[src/rtl/ysyx_23060201_mc_ctrl_if.sv]
// Memory-side bus bundle for the multi-cycle core controller: an instruction
// fetch channel and a data channel, each a valid/ready request followed by a
// valid-only response. The controller is the master; memories are slaves.
interface ysyx_23060201_mc_ctrl_if #(
    parameter int ADDR_WIDTH = 32,
    parameter int XLEN       = 32
);
    // Instruction fetch channel
    logic                  ifu_req_valid;
    logic                  ifu_req_ready;
    logic [ADDR_WIDTH-1:0] ifu_req_addr;
    logic                  ifu_rsp_valid;
    logic [31:0]           ifu_rsp_data;

    // Data memory channel
    logic                  dmem_req_valid;
    logic                  dmem_req_ready;
    logic                  dmem_req_wen;
    logic [ADDR_WIDTH-1:0] dmem_req_addr;
    logic [XLEN-1:0]       dmem_req_wdata;
    logic [7:0]            dmem_req_wmask;
    logic                  dmem_rsp_valid;
    logic [XLEN-1:0]       dmem_rsp_rdata;

    modport master (
        output ifu_req_valid, ifu_req_addr,
        input  ifu_req_ready, ifu_rsp_valid, ifu_rsp_data,
        output dmem_req_valid, dmem_req_wen, dmem_req_addr,
        output dmem_req_wdata, dmem_req_wmask,
        input  dmem_req_ready, dmem_rsp_valid, dmem_rsp_rdata
    );

    modport slave (
        input  ifu_req_valid, ifu_req_addr,
        output ifu_req_ready, ifu_rsp_valid, ifu_rsp_data,
        input  dmem_req_valid, dmem_req_wen, dmem_req_addr,
        input  dmem_req_wdata, dmem_req_wmask,
        output dmem_req_ready, dmem_rsp_valid, dmem_rsp_rdata
    );
endinterface

[src/rtl/ysyx_23060201_mc_ctrl.sv]
// Multi-cycle core sequencer: owns PC, the instruction register and the
// fetch/execute/memory/writeback phase FSM. The combinational IDU/EXU sees the
// latched instruction; its results are captured in the single EXEC cycle and
// replayed to memory and the register file. Every output is a flop or a flop
// field, so there is no path from memory inputs to request outputs.
module ysyx_23060201_mc_ctrl #(
    parameter int                    ADDR_WIDTH = 32,
    parameter int                    XLEN       = 32,
    parameter logic [ADDR_WIDTH-1:0] RESET_PC   = 32'h8000_0000,
    parameter int                    CNT_WIDTH  = 64
) (
    input  logic                  clk,
    input  logic                  rst,           // asynchronous, active-low

    ysyx_23060201_mc_ctrl_if.master mem,

    output logic [31:0]           inst,
    output logic [ADDR_WIDTH-1:0] pc,

    output logic                  exu_valid,
    input  logic                  exu_is_load,
    input  logic                  exu_is_store,
    input  logic                  exu_halt,
    input  logic                  exu_jump_en,
    input  logic [ADDR_WIDTH-1:0] exu_dnpc,
    input  logic                  exu_gpr_wen,
    input  logic [4:0]            exu_gpr_waddr,
    input  logic [XLEN-1:0]       exu_gpr_wdata,
    input  logic [ADDR_WIDTH-1:0] exu_mem_addr,
    input  logic [XLEN-1:0]       exu_mem_wdata,
    input  logic [7:0]            exu_mem_wmask,

    output logic                  gpr_wen,
    output logic [4:0]            gpr_waddr,
    output logic [XLEN-1:0]       gpr_wdata,
    output logic                  commit_valid,
    output logic [ADDR_WIDTH-1:0] commit_pc,
    output logic                  halted,
    output logic [CNT_WIDTH-1:0]  instret
);

    typedef enum logic [2:0] {
        S_FETCH,
        S_FWAIT,
        S_EXEC,
        S_MEM,
        S_MWAIT,
        S_WB,
        S_HALT
    } state_e;

    localparam logic [31:0] NOP_INST = 32'h0000_0013;

    state_e                state_q,   state_d;
    logic [ADDR_WIDTH-1:0] pc_q,      pc_d;
    logic [31:0]           inst_q,    inst_d;
    logic [CNT_WIDTH-1:0]  instret_q, instret_d;

    // Execute results captured in EXEC and held until writeback
    logic                  jump_q,    jump_d;
    logic [ADDR_WIDTH-1:0] dnpc_q,    dnpc_d;
    logic                  wen_q,     wen_d;
    logic [4:0]            waddr_q,   waddr_d;
    logic [XLEN-1:0]       wdata_q,   wdata_d;
    logic                  halt_q,    halt_d;
    logic                  is_load_q, is_load_d;
    logic                  is_store_q, is_store_d;
    logic [ADDR_WIDTH-1:0] maddr_q,   maddr_d;
    logic [XLEN-1:0]       mwdata_q,  mwdata_d;
    logic [7:0]            wmask_q,   wmask_d;

    // Registered strobes, each decoded from the next state
    logic ifu_req_valid_q,  ifu_req_valid_d;
    logic dmem_req_valid_q, dmem_req_valid_d;
    logic exu_valid_q,      exu_valid_d;
    logic gpr_wen_q,        gpr_wen_d;
    logic commit_valid_q,   commit_valid_d;
    logic halted_q,         halted_d;

    // Next-state and datapath update for the phase FSM
    always_comb begin
        // NOTE: every variable gets its hold value first so no path leaves it unassigned (no latch).
        state_d    = state_q;
        pc_d       = pc_q;
        inst_d     = inst_q;
        instret_d  = instret_q;
        jump_d     = jump_q;
        dnpc_d     = dnpc_q;
        wen_d      = wen_q;
        waddr_d    = waddr_q;
        wdata_d    = wdata_q;
        halt_d     = halt_q;
        is_load_d  = is_load_q;
        is_store_d = is_store_q;
        maddr_d    = maddr_q;
        mwdata_d   = mwdata_q;
        wmask_d    = wmask_q;

        case (state_q)
            S_FETCH: begin
                // The registered valid gates the handshake, so the first
                // cycle out of reset never issues a request.
                if (ifu_req_valid_q && mem.ifu_req_ready) begin
                    state_d = S_FWAIT;
                end
            end
            S_FWAIT: begin
                if (mem.ifu_rsp_valid) begin
                    inst_d  = mem.ifu_rsp_data;
                    state_d = S_EXEC;
                end
            end
            S_EXEC: begin
                jump_d     = exu_jump_en;
                dnpc_d     = exu_dnpc;
                wen_d      = exu_gpr_wen;
                waddr_d    = exu_gpr_waddr;
                wdata_d    = exu_gpr_wdata;
                halt_d     = exu_halt;
                // A simultaneous load+store is illegal and resolved as a store.
                is_store_d = exu_is_store;
                is_load_d  = exu_is_load & ~exu_is_store;
                maddr_d    = exu_mem_addr;
                mwdata_d   = exu_mem_wdata;
                wmask_d    = exu_is_store ? exu_mem_wmask : 8'h00;
                state_d    = (exu_is_load || exu_is_store) ? S_MEM : S_WB;
            end
            S_MEM: begin
                if (dmem_req_valid_q && mem.dmem_req_ready) begin
                    state_d = S_MWAIT;
                end
            end
            S_MWAIT: begin
                // Stores also wait here: the response is the write acknowledge.
                if (mem.dmem_rsp_valid) begin
                    if (is_load_q) begin
                        wdata_d = mem.dmem_rsp_rdata;
                    end
                    state_d = S_WB;
                end
            end
            S_WB: begin
                pc_d      = jump_q ? dnpc_q : pc_q + ADDR_WIDTH'(4);
                instret_d = instret_q + CNT_WIDTH'(1);
                state_d   = halt_q ? S_HALT : S_FETCH;
            end
            S_HALT: begin
                state_d = S_HALT;
            end
            default: begin
                state_d = S_FETCH;
            end
        endcase

        ifu_req_valid_d  = (state_d == S_FETCH);
        exu_valid_d      = (state_d == S_EXEC);
        dmem_req_valid_d = (state_d == S_MEM);
        commit_valid_d   = (state_d == S_WB);
        gpr_wen_d        = (state_d == S_WB) && wen_d && (waddr_d != 5'd0);
        halted_d         = (state_d == S_HALT);
    end

    // State, datapath latches and registered outputs
    always_ff @(posedge clk or negedge rst) begin
        if (!rst) begin
            state_q          <= S_FETCH;
            pc_q             <= RESET_PC;
            inst_q           <= NOP_INST;
            instret_q        <= '0;
            jump_q           <= 1'b0;
            dnpc_q           <= '0;
            wen_q            <= 1'b0;
            waddr_q          <= '0;
            wdata_q          <= '0;
            halt_q           <= 1'b0;
            is_load_q        <= 1'b0;
            is_store_q       <= 1'b0;
            maddr_q          <= '0;
            mwdata_q         <= '0;
            wmask_q          <= '0;
            ifu_req_valid_q  <= 1'b0;
            dmem_req_valid_q <= 1'b0;
            exu_valid_q      <= 1'b0;
            gpr_wen_q        <= 1'b0;
            commit_valid_q   <= 1'b0;
            halted_q         <= 1'b0;
        end else begin
            // NOTE: non-blocking assignments so every flop samples pre-edge values.
            state_q          <= state_d;
            pc_q             <= pc_d;
            inst_q           <= inst_d;
            instret_q        <= instret_d;
            jump_q           <= jump_d;
            dnpc_q           <= dnpc_d;
            wen_q            <= wen_d;
            waddr_q          <= waddr_d;
            wdata_q          <= wdata_d;
            halt_q           <= halt_d;
            is_load_q        <= is_load_d;
            is_store_q       <= is_store_d;
            maddr_q          <= maddr_d;
            mwdata_q         <= mwdata_d;
            wmask_q          <= wmask_d;
            ifu_req_valid_q  <= ifu_req_valid_d;
            dmem_req_valid_q <= dmem_req_valid_d;
            exu_valid_q      <= exu_valid_d;
            gpr_wen_q        <= gpr_wen_d;
            commit_valid_q   <= commit_valid_d;
            halted_q         <= halted_d;
        end
    end

    assign mem.ifu_req_valid  = ifu_req_valid_q;
    assign mem.ifu_req_addr   = pc_q;
    assign mem.dmem_req_valid = dmem_req_valid_q;
    assign mem.dmem_req_wen   = is_store_q;
    assign mem.dmem_req_addr  = maddr_q;
    assign mem.dmem_req_wdata = mwdata_q;
    assign mem.dmem_req_wmask = wmask_q;

    assign inst         = inst_q;
    assign pc           = pc_q;
    assign exu_valid    = exu_valid_q;
    assign gpr_wen      = gpr_wen_q;
    assign gpr_waddr    = waddr_q;
    assign gpr_wdata    = wdata_q;
    assign commit_valid = commit_valid_q;
    assign commit_pc    = pc_q;
    assign halted       = halted_q;
    assign instret      = instret_q;

endmodule

[src/flat_wrapper.sv]
// flat-port wrapper written by rule: the top's interface ports become plain ports
module ysyx_23060201_mc_ctrl_flat 
#(
    parameter int                    ADDR_WIDTH = 32,
    parameter int                    XLEN       = 32,
    parameter logic [ADDR_WIDTH-1:0] RESET_PC   = 32'h8000_0000,
    parameter int                    CNT_WIDTH  = 64
)
  (clk, rst, inst, pc, exu_valid, exu_is_load, exu_is_store, exu_halt, exu_jump_en, exu_dnpc, exu_gpr_wen, exu_gpr_waddr, exu_gpr_wdata, exu_mem_addr, exu_mem_wdata, exu_mem_wmask, gpr_wen, gpr_waddr, gpr_wdata, commit_valid, commit_pc, halted, instret, mem_ifu_req_valid, mem_ifu_req_addr, mem_ifu_req_ready, mem_ifu_rsp_valid, mem_ifu_rsp_data, mem_dmem_req_valid, mem_dmem_req_wen, mem_dmem_req_addr, mem_dmem_req_wdata, mem_dmem_req_wmask, mem_dmem_req_ready, mem_dmem_rsp_valid, mem_dmem_rsp_rdata);
  ysyx_23060201_mc_ctrl_if #(.ADDR_WIDTH(ADDR_WIDTH), .XLEN(XLEN)) mem_i ();
  input  logic clk;
  input  logic rst;
  output logic [31:0] inst;
  output logic [ADDR_WIDTH-1:0] pc;
  output logic exu_valid;
  input  logic exu_is_load;
  input  logic exu_is_store;
  input  logic exu_halt;
  input  logic exu_jump_en;
  input  logic [ADDR_WIDTH-1:0] exu_dnpc;
  input  logic exu_gpr_wen;
  input  logic [4:0] exu_gpr_waddr;
  input  logic [XLEN-1:0] exu_gpr_wdata;
  input  logic [ADDR_WIDTH-1:0] exu_mem_addr;
  input  logic [XLEN-1:0] exu_mem_wdata;
  input  logic [7:0] exu_mem_wmask;
  output logic gpr_wen;
  output logic [4:0] gpr_waddr;
  output logic [XLEN-1:0] gpr_wdata;
  output logic commit_valid;
  output logic [ADDR_WIDTH-1:0] commit_pc;
  output logic halted;
  output logic [CNT_WIDTH-1:0] instret;
  output wire logic [$bits(mem_i.ifu_req_valid)-1:0] mem_ifu_req_valid;
  output wire logic [$bits(mem_i.ifu_req_addr)-1:0] mem_ifu_req_addr;
  input wire logic [$bits(mem_i.ifu_req_ready)-1:0] mem_ifu_req_ready;
  input wire logic [$bits(mem_i.ifu_rsp_valid)-1:0] mem_ifu_rsp_valid;
  input wire logic [$bits(mem_i.ifu_rsp_data)-1:0] mem_ifu_rsp_data;
  output wire logic [$bits(mem_i.dmem_req_valid)-1:0] mem_dmem_req_valid;
  output wire logic [$bits(mem_i.dmem_req_wen)-1:0] mem_dmem_req_wen;
  output wire logic [$bits(mem_i.dmem_req_addr)-1:0] mem_dmem_req_addr;
  output wire logic [$bits(mem_i.dmem_req_wdata)-1:0] mem_dmem_req_wdata;
  output wire logic [$bits(mem_i.dmem_req_wmask)-1:0] mem_dmem_req_wmask;
  input wire logic [$bits(mem_i.dmem_req_ready)-1:0] mem_dmem_req_ready;
  input wire logic [$bits(mem_i.dmem_rsp_valid)-1:0] mem_dmem_rsp_valid;
  input wire logic [$bits(mem_i.dmem_rsp_rdata)-1:0] mem_dmem_rsp_rdata;
  assign mem_ifu_req_valid = mem_i.ifu_req_valid;
  assign mem_ifu_req_addr = mem_i.ifu_req_addr;
  assign mem_i.ifu_req_ready = mem_ifu_req_ready;
  assign mem_i.ifu_rsp_valid = mem_ifu_rsp_valid;
  assign mem_i.ifu_rsp_data = mem_ifu_rsp_data;
  assign mem_dmem_req_valid = mem_i.dmem_req_valid;
  assign mem_dmem_req_wen = mem_i.dmem_req_wen;
  assign mem_dmem_req_addr = mem_i.dmem_req_addr;
  assign mem_dmem_req_wdata = mem_i.dmem_req_wdata;
  assign mem_dmem_req_wmask = mem_i.dmem_req_wmask;
  assign mem_i.dmem_req_ready = mem_dmem_req_ready;
  assign mem_i.dmem_rsp_valid = mem_dmem_rsp_valid;
  assign mem_i.dmem_rsp_rdata = mem_dmem_rsp_rdata;
  ysyx_23060201_mc_ctrl #(.ADDR_WIDTH(ADDR_WIDTH), .XLEN(XLEN), .RESET_PC(RESET_PC), .CNT_WIDTH(CNT_WIDTH)) u_core (.clk(clk), .rst(rst), .mem(mem_i), .inst(inst), .pc(pc), .exu_valid(exu_valid), .exu_is_load(exu_is_load), .exu_is_store(exu_is_store), .exu_halt(exu_halt), .exu_jump_en(exu_jump_en), .exu_dnpc(exu_dnpc), .exu_gpr_wen(exu_gpr_wen), .exu_gpr_waddr(exu_gpr_waddr), .exu_gpr_wdata(exu_gpr_wdata), .exu_mem_addr(exu_mem_addr), .exu_mem_wdata(exu_mem_wdata), .exu_mem_wmask(exu_mem_wmask), .gpr_wen(gpr_wen), .gpr_waddr(gpr_waddr), .gpr_wdata(gpr_wdata), .commit_valid(commit_valid), .commit_pc(commit_pc), .halted(halted), .instret(instret));
endmodule
[config.mk]
export PLATFORM = sky130hd
export DESIGN_NAME = ysyx_23060201_mc_ctrl_flat
export DESIGN_NICKNAME = d
export VERILOG_FILES = /design/src/rtl/ysyx_23060201_mc_ctrl_if.sv /design/src/rtl/ysyx_23060201_mc_ctrl.sv /design/src/flat_wrapper.sv
export SDC_FILE = /design/constraint.sdc
export NUM_CORES = 1
export LEC_CHECK = 0
export BUFFER_PORTS_ARGS = -buffer_cell sky130_fd_sc_hd__buf_2
export CORE_AREA = 2 2 205 207
export CTS_CLUSTER_SIZE = 25
export DETAILED_ROUTE_END_ITERATION = 8
export DIE_AREA = 0 0 207 209
export GPL_ROUTABILITY_DRIVEN = 0
export GPL_TIMING_DRIVEN = 0
export PLACE_DENSITY = 0.64
export SLEW_MARGIN = 20
export SYNTH_ARGS = -nofsm -noshare
export SYNTH_HDL_FRONTEND = slang
export SYNTH_SLANG_ARGS = --single-unit
[constraint.sdc]
create_clock -name clk -period 2.8 [get_ports clk]
set_input_delay 0.56 -clock clk [delete_from_list [all_inputs] [get_ports clk]]
set_output_delay 0.56 -clock clk [all_outputs]
set_load 0.01 [all_outputs]
==> results of run 1 <==
worst max path at each step:
stage | cells after the start | slack [ns] | startpoint | to
detailed placement | 9 | 0.02 | u_core.state_q[1] | u_core.gpr_wdata[23]
CTS | 7 | 0.002 | u_core.state_q[0] | u_core.mem.dmem_req_wmask[4]
finish | 4 | 0.25 | u_core.state_q[0] | u_core.inst[23]
global placement | 1 | -4.20 | rst | u_core.gpr_wdata[11]
floorplan | 8 | 0.54 | u_core.instret[0] | u_core.instret[56]
global route | 9 | 0.03 | u_core.state_q[1] | u_core.gpr_wdata[16]
cell families (layout without fill, tap and decap cells):
group | after synthesis | after routing | share of synthesized area, %
XOR/XNOR | 63 | 63 | 4.32
buffers and inverters | 143 | 730 | 6.16
AND/OR/NAND/NOR | 631 | 631 | 22.1
adder cells (fa/ha/maj) | 2 | 2 | 0.196
other | 0 | 5 | 0
AO/OA/AOI/OAI | 132 | 132 | 6.14
flip-flops | 283 | 283 | 55.4
multiplexers | 68 | 68 | 5.66
sequential cells by signal, summed over array words and instances (netlist names), 3 cells and up:
name                       count
u_core.gpr_waddr               5
u_core.state_q                 3
u_core.mem.dmem_req_wmask      8
u_core.mem.dmem_req_addr      32
u_core.inst                   32
u_core.mem.dmem_req_wdata     32
u_core.dnpc_q                 32
u_core.gpr_wdata              32
u_core.commit_pc              32
u_core.instret                64
per-layer routing:
layer	GRT usage [%]	share of wire, %	up-vias
met5	0	0.049	-
met4	7.51	2.9	4
met2	32.9	50	487
met1	23.4	40	5627
met3	4.60	7.3	82
li1	-	-	5518
power groups by stage:
| stage | sequential (mW) | clock (mW) | combinational, mW |
|---|---|---|---|
| 2_1_floorplan | 7.21 | 0 | 3.67 |
| 3_3_place_gp | 6.81 | 0 | 7.22 |
| 3_5_place_dp | 6.85 | 0 | 7.38 |
| 4_1_cts | 6.82 | 4.87 | 7.40 |
| 5_1_grt | 7.03 | 5.02 | 8.06 |
| 6_report | 6.82 | 4.74 | 7.32 |
synthesized netlist by cell type, types with 17 or more instances:
cell type,count
a21oi_1,62
and3_1,17
buf_4,64
clkbuf_1,58
dfrtp_1,279
mux2_2,34
mux2i_1,34
nand2_1,386
nand3_1,47
nand4_1,27
nor2_1,65
nor3_1,22
nor4_1,20
o21ai_0,25
xnor2_1,30
xor2_1,33
tightest hold or removal path: stages:
cell and delay (ns):
buf_2 0.08, nand2_1 0.04, nand2_1 0.05
per-stage QoR:
stage	setup TNS, ns	hold WS (ns)
2_1_floorplan	0	0.264
3_3_place_gp	-1193.95	0.447
3_5_place_dp	0	0.455
4_1_cts	0	0.174
5_1_grt	0	0.200
6_report	0	0.213
area by class of cell:
| cell class | instances | area (sq um) | share of cell area [%] |
|---|---|---|---|
| Antenna cell | 5 | 12.5 | 0.0718 |
| Buffer | 129 | 743 | 4.27 |
| Clock buffer | 43 | 978 | 5.62 |
| Clock inverter | 17 | 218 | 1.25 |
| Inverter | 14 | 52.6 | 0.302 |
| Multi-Input combinational cell | 896 | 4940 | 28.3 |
| Sequential cell | 283 | 7090 | 40.7 |
| Tap cell | 539 | 674 | 3.87 |
| Timing Repair Buffer | 527 | 2720 | 15.6 |
what timing repair did:
item / CTS / global route
hold buffers: 1 / 0
hold endpoints to repair: 48 / 0
gates resized for setup: 0 / 15
endpoints found under the setup margin: 0 / 129
==> metrics.txt, run 1 <==
vias in the first global route=11800; dpl ws=0.0229 ns; clock root buffer=clkbuf_16; commonest cells after routing, fill and taps aside=524 x buf_2, 386 x nand2_1, 279 x dfrtp_1; clk_skew=0.0150 ns; slowest CP cell=clkbuf_1; Slew Limit Fails=0; DRC=0; Yosys cell types=58; P_leak=9.00 nW; Reg clk slew, reported paths=0.06 ns; EDFF count, synth=0; Max Cap Viol=0; remaining antenna violation count=0; total power=18.9 mW; Fillers=4114; Worst EP arrival=2.96 ns; Hold/Removal Path Class=input port to flip-flop; max frequency=392 MHz; Post-CTS Setup Repair Bufs=0; Final #Nets=2103; DIE AREA=43300 sq um; Clk pwr share=25.1%; Fin. Hold Viols=0; Die Y=209 um; Slew HR=35.3%; final WL=42900 um; hold endpoint=u_core.mem.dmem_req_addr[31]; dpl hpwl=32400 um; Longest Clk Path Bufs=3; Tmin final=2.55 ns; Reg2Reg Launch Point=u_core.state_q[0]; crit path launch type=flip-flop; dpl cell area=16200 sq um; first-pass GRT wire length=66000 um; Worst R2R End=u_core.inst[23]; top post-synthesis cells by area=dfrtp_1 55%, nand2_1 11%, buf_4 3.8%; Starting Density=31.0%; Gate power share=38.8%; Seq/Total Area, Yosys=55.4%; Congestion Overflow GR=0; unrepaired setup endpoints after global routing=false; Core ar.=41300 sq um; r2r setup slk=0.25 ns; DRT Pass-1 Iters=8; syn_area_per_cell=9.67 sq um; asr flop ratio synth=100%; antenna violations before repair=7; CTS sink cnt=283; Mapped Area=12800 sq um; Pint=11.7 mW; hold depth=3; layout cell share with drive strength beyond 1=37.6%; result of the run=completed; CP Cell Sequence=clkbuf_1, nor3b_4, clkbuf_1, mux2_2; max incr delay on CP=0.62 ns; die width=207 um; Sw Pwr=7.20 mW; Num CTS Buffers=34; fin cells=2453; Design Area, Final=17400 sq um; hold path start=exu_mem_addr[31]; most common cell after layout, fill and taps aside=buf_2; Setup WS post-layout=0.250 ns; synthesized instance count=1322; dpl cells=2387; DR iter-0 viols=665; CP required=3.21 ns; Critical Path Most Common Cell=clkbuf_1; leading area contributor after synthesis=dfrtp_1; CTS tree=done; IO Pins=524; P&R area growth vs syn=36.3%; peak supply drop=719 uV; P per Cell Area=1080 nW/um^2; r2r worst-path depth=4; Worst-Margin Slew=0.957 ns; clock latency on the worst-skew pair=0.54 ns; top_reg_cell synth=dfrtp_1; final core occ=42.2%; overall routing resource usage=19.2%; Final period util=91.1%; #FFs+latches synth=283; vias per cell=4.78; Crit Path Max Fanout=10; largest net degree at the start of global routing=95; drt wl/cell=17.5 um; Sequential Power Share=36.1%; post-synth top area share=54.6%; crit path kind=flip-flop to flip-flop; Syn Nets=1540; Rows=75; critical path's top delay family=buffers and inverters; Syn. warnings=0; Net Sw Frac=38.1%; final setup fails=0; nature of the critical path endpoint=flip-flop; Max H-tree Level=2; Vias=11700; number of buffers and inverters on the critical path=2; port bufs=523
Note: power is estimated with default switching activity, not from simulation.
==> inputs of run 2 (changes only) <==
--- a/config.mk
+++ b/config.mk
@@ -7,6 +7,7 @@
 export LEC_CHECK = 0
 export BUFFER_PORTS_ARGS = -buffer_cell sky130_fd_sc_hd__buf_2
 export CORE_AREA = 2 2 205 207
+export CTS_BUF_LIST = sky130_fd_sc_hd__clkbuf_8
 export CTS_CLUSTER_SIZE = 25
 export DETAILED_ROUTE_END_ITERATION = 8
 export DIE_AREA = 0 0 207 209
==> run 2 against run 1 <==
  * Flip-flop and latch count unchanged
  * Cell count increased by 1.2%
  * Power decreased by 4.4%
  * Wire length decreased by 0.67%
  * Maximum frequency decreased by 5.2%
  * Clock power decreased by 17%
  * Largest cell class unchanged
  * Die area unchanged
  * Non-clock buffer count unchanged
  * Critical endpoint is now u_core.commit_pc[24]
==> metrics.txt, run 2 (same netlist as run 1, synthesis figures left out) <==
result of the run=completed; dpl hpwl=32400 um (unchanged); DR iter-0 viols=676 (+1.7%); unrepaired setup endpoints after global routing=true; first-pass GRT wire length=66000 um (about the same); IO Pins=524 (unchanged); clk_skew=0.0331 ns (+0.0182 ns); Sequential cell area=7090 sq um (unchanged); max FFs per register=64 (unchanged); most common cell after layout, fill and taps aside=buf_2; final setup fails=0 (unchanged); Fin Setup TNS=0 ns (unchanged); layout cell share with drive strength beyond 1=37.8% (+0.14 points); Rows=75 (unchanged); Max H-tree Level=2 (unchanged); clock latency on the worst-skew pair=0.62 ns (+0.08 ns); max frequency=372 MHz (-5.2%); clock root buffer=clkbuf_8; CTS tree=done; nature of the critical path endpoint=flip-flop; Design Area, Final=17300 sq um (-0.97%); CTS sink cnt=283 (unchanged); Reg clk slew, reported paths=0.06 ns (about the same); dpl cell area=16200 sq um (unchanged); Num CTS Buffers=51 (+50%); die width=207 um (unchanged); final WL=42600 um (-0.67%); Pint=10.9 mW (-6.6%); Max Cap Viol=0 (unchanged); CP required=3.25 ns (+0.04 ns); P_leak=8.99 nW (-0.10%); Vias=11800 (+0.52%); Congestion Overflow GR=0 (unchanged); drt wl/cell=17.2 um (-1.8%); commonest cells after routing, fill and taps aside=524 x buf_2, 386 x nand2_1, 279 x dfrtp_1; DRT Pass-1 Iters=5 (-3); remaining antenna violation count=0 (unchanged); Clk pwr share=21.7% (-3.4 points); Final period util=96.1% (+5.0 points); Slew HR=35.0% (-0.36 points); Gate power share=40.5% (+1.7 points); Sw Pwr=7.14 mW (-0.85%); crit path kind=flip-flop to flip-flop; Worst EP arrival=3.14 ns (+0.18 ns); Fillers=4129 (+0.36%); Net Sw Frac=39.6% (+1.4 points); Slew Limit Fails=0 (unchanged); Crit Path Max Fanout=9 (-1); Hold/Removal Path Class=input port to flip-flop; P&R area growth vs syn=35.0%; Final #Nets=2120 (+0.81%); P per Cell Area=1050 nW/um^2 (-3.5%); DRC=0 (unchanged); Starting Density=31.0% (unchanged); DIE AREA=43300 sq um (unchanged); Fin. Hold Viols=0 (unchanged); Worst-Margin Slew=0.962 ns (+0.00539 ns); vias per cell=4.75 (-0.65%); Hold Slack=0.132 ns (-0.0814 ns); vias in the first global route=11900 (+0.83%); crit path launch type=flip-flop; Die Y=209 um (unchanged); Sequential Power Share=37.8% (+1.7 points); port bufs=523 (unchanged); footprint of the multi-input gates=4940 sq um (unchanged); Longest Clk Path Bufs=3 (unchanged); overall routing resource usage=19.2% (about the same); antenna violations before repair=6 (-1); peak supply drop=683 uV (-4.9%); Core ar.=41300 sq um (unchanged); Tmin final=2.69 ns (+0.141 ns); largest net degree at the start of global routing=95 (unchanged)
## run 2: area by class of cell
class	count	share of cell area [%]
Sequential cell	283	41.1
Multi-Input combinational cell	896	28.6
Timing Repair Buffer	527	15.8
Clock buffer	65	5.18
Buffer	129	4.30
Tap cell	539	3.91
Clock inverter	25	0.790
Inverter	14	0.305
Antenna cell	4	0.0580
## run 2: final timing paths
check | cells past startpoint | startpoint | slack (ns) | endpoint
min in group asynchronous | 2 | rst | 0.47 | u_core.dnpc_q[8]
worst max register to register | 7 | u_core.commit_pc[5] | 0.11 | u_core.commit_pc[24]
worst max-delay path | 7 | u_core.commit_pc[5] | 0.11 | u_core.commit_pc[24]
max in group asynchronous | 4 | rst | 1.24 | u_core.gpr_wdata[15]
worst min register to register | 2 | u_core.mem.dmem_req_wmask[3] | 0.46 | u_core.mem.dmem_req_wmask[3]
worst min-delay path | 3 | exu_mem_wdata[27] | 0.13 | u_core.mem.dmem_req_wdata[27]
## run 2: what timing repair did
action / in CTS / in global routing
resized for setup: 0 / 14
hold buffers: 1 / 0
buffers inserted: 0 / 0
endpoints found under the hold margin: 48 / 0
endpoints found under the setup margin: 0 / 120
## run 2: critical path: stages, from the launching register on
cell	delay [ns]
dfrtp_1	0.39
clkbuf_1	0.28
nand4_1	0.33
nor4bb_1	0.36
clkbuf_1	0.40
nand2_1	0.32
o32ai_1	0.33
a21boi_0	0.13
## run 2: routing by layer
| layer | global-route usage, % | routed length [um] | vias to the layer above |
|---|---|---|---|
| li1 | - | - | 5557 |
| met1 | 23.3 | 17000 | 5612 |
| met2 | 32.6 | 21000 | 518 |
| met3 | 5.34 | 3230 | 88 |
| met4 | 7.14 | 1320 | 4 |
| met5 | 0 | 26 | - |
## run 2: metrics by stage
step	power [mW]	worst slack (ns)	cells	util (%)
global placement	14.0	-4.20	2384	38.9
CTS	18.3	0.00493	2478	41.7
finish	18.0	0.109	2482	41.8
global route	19.3	-0.0209	2480	41.8
floorplan	10.9	0.540	1322	-
detailed placement	14.2	0.0229	2387	39.2
## run 2: power by group through the flow
stage          clock [mW]  sequential [mW]  combinational [mW]
6_report             3.92             6.82                7.31
5_1_grt              4.24             7.03                8.05
4_1_cts              4.06             6.82                7.39
3_5_place_dp            0             6.85                7.38
3_3_place_gp            0             6.81                7.22
2_1_floorplan           0             7.21                3.67
